[src/rtl/pipe_stage_regs.sv]
// PC, IF/ID, ID/EX-control and EX/MEM-control registers driven by hazard-unit requests,
// with a RUN/STALL/HALT front-end state machine. Define PIPE_PERF_CNT_EN to add stall/flush counters.
module pipe_stage_regs #(
  parameter logic [31:0] RESET_PC  = 32'h0000_0000,
  parameter int unsigned CTRL_W    = 10,
  parameter logic [31:0] NOP_INSTR = 32'h0000_0000
) (
  input  logic              clk,
  input  logic              rst_n,
  input  logic              PCWrite,
  input  logic              IF_ID_Write,
  input  logic              IF_ID_FLUSH,
  input  logic              ID_EX_sel,
  input  logic              EX_MEM_sel,
  input  logic              PCSrc,
  input  logic [31:0]       branch_target,
  input  logic              brk,
  input  logic              resume,
  input  logic [31:0]       if_instr,
  input  logic [CTRL_W-1:0] id_ctrl,
  input  logic [CTRL_W-1:0] ex_ctrl,
  output logic [31:0]       pc,
  output logic [31:0]       IF_ID_instr,
  output logic [31:0]       IF_ID_PC4,
  output logic              IF_ID_valid,
  output logic [CTRL_W-1:0] ID_EX_ctrl,
  output logic [CTRL_W-1:0] EX_MEM_ctrl,
  output logic              halted,
  output logic              stalled
`ifdef PIPE_PERF_CNT_EN
  ,
  output logic [31:0]       stall_cnt,
  output logic [31:0]       flush_cnt
`endif
);

  typedef enum logic [1:0] {RUN, STALL, HALT} state_t;

  state_t             state_q, state_d;
  logic [31:0]        pc_q, pc_d;
  logic [31:0]        instr_q, instr_d;
  logic [31:0]        pc4_q, pc4_d;
  logic               valid_q, valid_d;
  logic [CTRL_W-1:0]  idex_q, idex_d;
  logic [CTRL_W-1:0]  exmem_q, exmem_d;
  logic               halted_q, stalled_q;
  logic [31:0]        pc_plus4;
  logic               stall_cond;

  assign pc_plus4   = pc_q + 32'd4;
  assign stall_cond = !PCWrite && !IF_ID_Write && !PCSrc && !brk;

  always_comb begin
    state_d = state_q;
    pc_d    = pc_q;
    instr_d = instr_q;
    pc4_d   = pc4_q;
    valid_d = valid_q;
    idex_d  = idex_q;
    exmem_d = exmem_q;
    case (state_q)
      HALT: begin
        // Frozen front end; resume only re-enables updates from the next edge on.
        valid_d = 1'b0;
        idex_d  = '0;
        exmem_d = '0;
        if (resume) state_d = RUN;
      end
      default: begin
        if (brk) begin
          state_d = HALT;
          instr_d = NOP_INSTR;
          valid_d = 1'b0;
          idex_d  = '0;
          exmem_d = '0;
        end else begin
          if (PCSrc)        pc_d = branch_target;
          else if (PCWrite) pc_d = pc_plus4;
          if (IF_ID_FLUSH) begin
            instr_d = NOP_INSTR;
            valid_d = 1'b0;
          end else if (IF_ID_Write) begin
            instr_d = if_instr;
            pc4_d   = pc_plus4;
            valid_d = 1'b1;
          end
          idex_d  = ID_EX_sel  ? '0 : id_ctrl;
          exmem_d = EX_MEM_sel ? '0 : ex_ctrl;
          state_d = stall_cond ? STALL : RUN;
        end
      end
    endcase
  end

  always_ff @(posedge clk) begin
    if (!rst_n) begin
      state_q   <= RUN;
      pc_q      <= RESET_PC;
      instr_q   <= NOP_INSTR;
      pc4_q     <= '0;
      valid_q   <= 1'b0;
      idex_q    <= '0;
      exmem_q   <= '0;
      halted_q  <= 1'b0;
      stalled_q <= 1'b0;
    end else begin
      state_q   <= state_d;
      pc_q      <= pc_d;
      instr_q   <= instr_d;
      pc4_q     <= pc4_d;
      valid_q   <= valid_d;
      idex_q    <= idex_d;
      exmem_q   <= exmem_d;
      halted_q  <= (state_d == HALT);
      stalled_q <= (state_d == STALL);
    end
  end

  assign pc          = pc_q;
  assign IF_ID_instr = instr_q;
  assign IF_ID_PC4   = pc4_q;
  assign IF_ID_valid = valid_q;
  assign ID_EX_ctrl  = idex_q;
  assign EX_MEM_ctrl = exmem_q;
  assign halted      = halted_q;
  assign stalled     = stalled_q;

`ifdef PIPE_PERF_CNT_EN
  logic [31:0] stall_cnt_q, flush_cnt_q;

  always_ff @(posedge clk) begin
    if (!rst_n) begin
      stall_cnt_q <= '0;
      flush_cnt_q <= '0;
    end else begin
      if (state_q == STALL && stall_cnt_q != '1)
        stall_cnt_q <= stall_cnt_q + 32'd1;
      if (IF_ID_FLUSH && state_q != HALT && flush_cnt_q != '1)
        flush_cnt_q <= flush_cnt_q + 32'd1;
    end
  end

  assign stall_cnt = stall_cnt_q;
  assign flush_cnt = flush_cnt_q;
`endif

endmodule

[config.mk]
export PLATFORM = sky130hd
export DESIGN_NAME = pipe_stage_regs
export DESIGN_NICKNAME = d
export VERILOG_FILES = /design/src/rtl/pipe_stage_regs.sv
export SDC_FILE = /design/constraint.sdc
export NUM_CORES = 1
export LEC_CHECK = 0
export ABC_AREA = 1
export ABC_CLOCK_PERIOD_IN_PS = 1490
export BUFFER_PORTS_ARGS = -buffer_cell sky130_fd_sc_hd__buf_2
export CORE_UTILIZATION = 45
export CTS_BUF_LIST = sky130_fd_sc_hd__clkbuf_2
export CTS_CLUSTER_SIZE = 10
export DETAILED_ROUTE_END_ITERATION = 12
export PLACE_DENSITY = 0.88
export SLEW_MARGIN = 20
export SYNTH_ARGS = -nofsm -noshare
export SYNTH_HDL_FRONTEND = slang
export SYNTH_SLANG_ARGS = --single-unit
[constraint.sdc]
create_clock -name clk -period 1.49 [get_ports clk]
set_input_delay 0.2235 -clock clk [delete_from_list [all_inputs] [get_ports clk]]
set_output_delay 0.2235 -clock clk [all_outputs]
set_load 0.01 [all_outputs]
==> run metrics <==
status finished with violations; failing checks setup timing; fillers 524; met2 wire len 13450 um; Tightest Pin Transition 515.1 ps; pins over their slew limit 0; first-pass GRT wire length around 31000 um; register area 0.002595 mm2; clock transition at the registers of the reported paths about 240 ps; Worst Hold Path EP state_q[0]; routed length on met1 just under 9000 um; Final min period 1814 ps; largest net degree at the start of global routing just over 40; critical path endpoint category flop; Final ANT Viol Nets 0; worst-path cell chain buf_4 -> nand2_1 -> nor2_1 -> nand2_4 -> nor2_4 -> buf_4 -> xor2_2 -> nand2_1 -> a21oi_1; Hold Vio Cnt, Final 0; routability congestion estimate approximately 0.93; final worst-path cycle share 1.218; reg2reg path depth 9; Worst setup SP type flop; r2r setup slk -320 ps; Bufs on Longest Clock Path 2; # H-tree levels 4; FF+latch count, synth between 100 and 150; CTS tree yes; vias 7461; core area between 0.01 and 0.015 mm2; TNS Setup -11510 ps; Top FF cell, synth dfxtp_1; reg-to-reg critical path endpoint pc[12]; DR WL met3 roughly 3700 um; # DRC 0; Layout Cells excl Fill 1266; RSZ-0062 raised after global routing yes; max-cap viol count 0; clk_lat worst skew approximately 780 ps; final core occ 0.8522; share of layout cells above drive strength 1 0.5009; Area Growth Syn to Fin 84.42%; warning count from the yosys run 0; number of synthesized flops with an enable pin 0; initial antenna violation count 6; ys async rst share 0; min-delay worst type in2reg; register area share after synthesis 0.4591; Critical Path RT between 2000 and 2500 ps; RR Startpoint pc[7]; Buf+Inv Stages, Crit Path 2; FP Rows 39; placed cells around 1100; Yosys cell types 30; # IOs ~210; area of the multi-input gates approximately 0.0028 mm2; vias in the first global route 6448; Via density around 6; die height approximately 110 um; Slew Limit Headroom 0.6566; Max stage delay cell, worst path dfxtp_2; CP Class reg2reg; first-pass iteration count of the detailed router 10; hold_ws approximately 190 ps; crit path DAT ~2500 ps; hold path cells 3; Yosys top cell by area dfxtp_1; DRT Wirelength 29080 um; initial core utilization 0.4621; syn nets 806; Initial DRC Count ~980; DP Wirelength between 10000 and 15000 um; DR WL/cell 22.97 um; die area 0.01216 mm2; Worst Slack Setup Final -324.5 ps; Top Layer Used met5; Post-Syn Instances slightly above 700; pwr/cell area roughly 800 mW/mm2; endpoints failing setup 124; worst ir drop on vdd ~0.59 mV; FMAX about 550 MHz; clk sink count about 120; Critical Path Fanout Max 5; die width roughly 110 um; CP top delay family simple AND/OR/NAND/NOR gates; leakage approximately 4.5 nW; Root Buffer clkbuf_2; Synth top area share 0.4591; Netlist Area Pre-Place roughly 0.0053 mm2; syn avg cell area 7.421 um2; nets@finish approximately 1200; clk_skew between 50 and 60 ps; grt ovf 0; synth top area cells dfxtp_1 46%, nand2_1 11%, a21oi_1 9.3%, o21ai_0 5.5%, inv_1 4.7%; CP max stage delay 380 ps; Overall Global Routing Usage 0.3475; Inserted Clock Buffers 17; Worst Hold Launch PCWrite; Port-buffer cells around 210
[worst register-to-register path: stages (launching register included)]
cell and delay, ps:
dfxtp_2 380, buf_4 120, nand2_1 80, nor2_1 200, nand2_4 130, nor2_4 200
buf_4 170, xor2_2 310, nand2_1 90, a21oi_1 130
[power breakdown]
part           switching [mW]  internal (mW)
Combinational           0.907          0.947
Clock                    1.47          0.939
Sequential              0.145           3.40
[metrics by stage]
stage	area, um2	setup slack [ps]	power, mW
after floorplan	5279	39.88	4.072
after global placement	6710	24.78	4.550
after detailed placement	6710	-36.48	4.573
after CTS	8498	-97.41	7.221
after global routing	9726	-525.6	8.096
final	9731	-324.5	7.814
[final cells by class]
class	instances	share of cell area
Antenna cell	5	0.001286
Timing Repair Buffer	416	0.3728
Tap cell	143	0.01839
Clock buffer	17	0.008744
Clock inverter	14	0.01800
Sequential cell	121	0.2667
Multi-Input combinational cell	481	0.2875
Inverter	69	0.02662
[cells in the mapped netlist, types with 2 or more instances]
| cell type | count |
|---|---|
| nor4_1 | 2 |
| or2_1 | 2 |
| nor2_1 | 53 |
| nand3b_1 | 7 |
| xnor2_1 | 4 |
| buf_2 | 11 |
| clkbuf_1 | 25 |
| o21ai_0 | 58 |
| o21ai_1 | 2 |
| dfxtp_1 | 121 |
| nand2_1 | 153 |
| o21a_1 | 4 |
| xor2_1 | 10 |
| nor2_4 | 9 |
| and2_1 | 2 |
| o21bai_1 | 20 |
| a21oi_1 | 98 |
| nand3_1 | 10 |
| a211oi_1 | 2 |
| nand2b_1 | 32 |
| inv_1 | 66 |
| inv_2 | 3 |
| nor2_2 | 5 |
| nand2_2 | 4 |
| buf_4 | 3 |
[per-layer routing]
metal	GRT usage	vias up
met5	0	-
li1	-	3062
met2	0.5816	705
met1	0.3535	3413
met3	0.1293	279
met4	0.2585	2
[sequential cells by signal, summed over array words and instances (netlist names)]
register     count
halted           1
IF_ID_valid      1
stalled          1
pc              32
EX_MEM_ctrl     10
IF_ID_instr     32
state_q          2
ID_EX_ctrl      10
IF_ID_PC4       32
[how the worst max path moves through the flow]
stage                    end  start  slack (ps)  cells past startpoint
2_1_floorplan  IF_ID_PC4[26]  pc[2]          40                     10
3_3_place_gp   IF_ID_PC4[15]  pc[4]          20                      8
3_5_place_dp   IF_ID_PC4[25]  pc[5]         -40                      9
4_1_cts                pc[5]  pc[5]        -100                      2
5_1_grt               pc[16]  pc[3]        -530                      9
6_report              pc[12]  pc[7]        -320                      9
[timing repair]
action,4_1_cts,5_1_grt
setup endpoints to repair,65,174
buffers inserted,35,32
gates resized for setup,107,261
hold endpoints to repair,92,0
hold buffers,94,0
pin swaps,15,40
[cell families (layout without fill, tap and decap cells)]
logic type,Yosys count,after routing,share of synthesized area
flops,121,121,0.4591
buf+inv,109,516,0.08228
simple gates,280,280,0.2419
fa+ha+maj,1,1,0.002371
compound gates,185,185,0.1880
xor+xnor,15,15,0.02632
other cells,0,5,0
[placed cells by master (no fill, tap or decap), types with 4 or more instances in the layout]
cell,instances
a21oi_1,84
a21oi_2,13
buf_2,104
buf_4,84
buf_6,131
clkbuf_2,17
clkinv_4,4
dfxtp_1,11
dfxtp_2,96
dfxtp_4,14
diode_2,5
dlygate4sd3_1,94
inv_1,65
inv_2,4
nand2_1,123
nand2_2,27
nand2_4,7
nand2b_1,32
nand3_1,6
nand3_2,4
nand3b_1,7
nor2_1,42
nor2_2,8
nor2_4,17
o21a_1,4
o21ai_0,51
o21ai_1,8
o21bai_1,20
xor2_2,9
(Power assumes the default switching activity.)
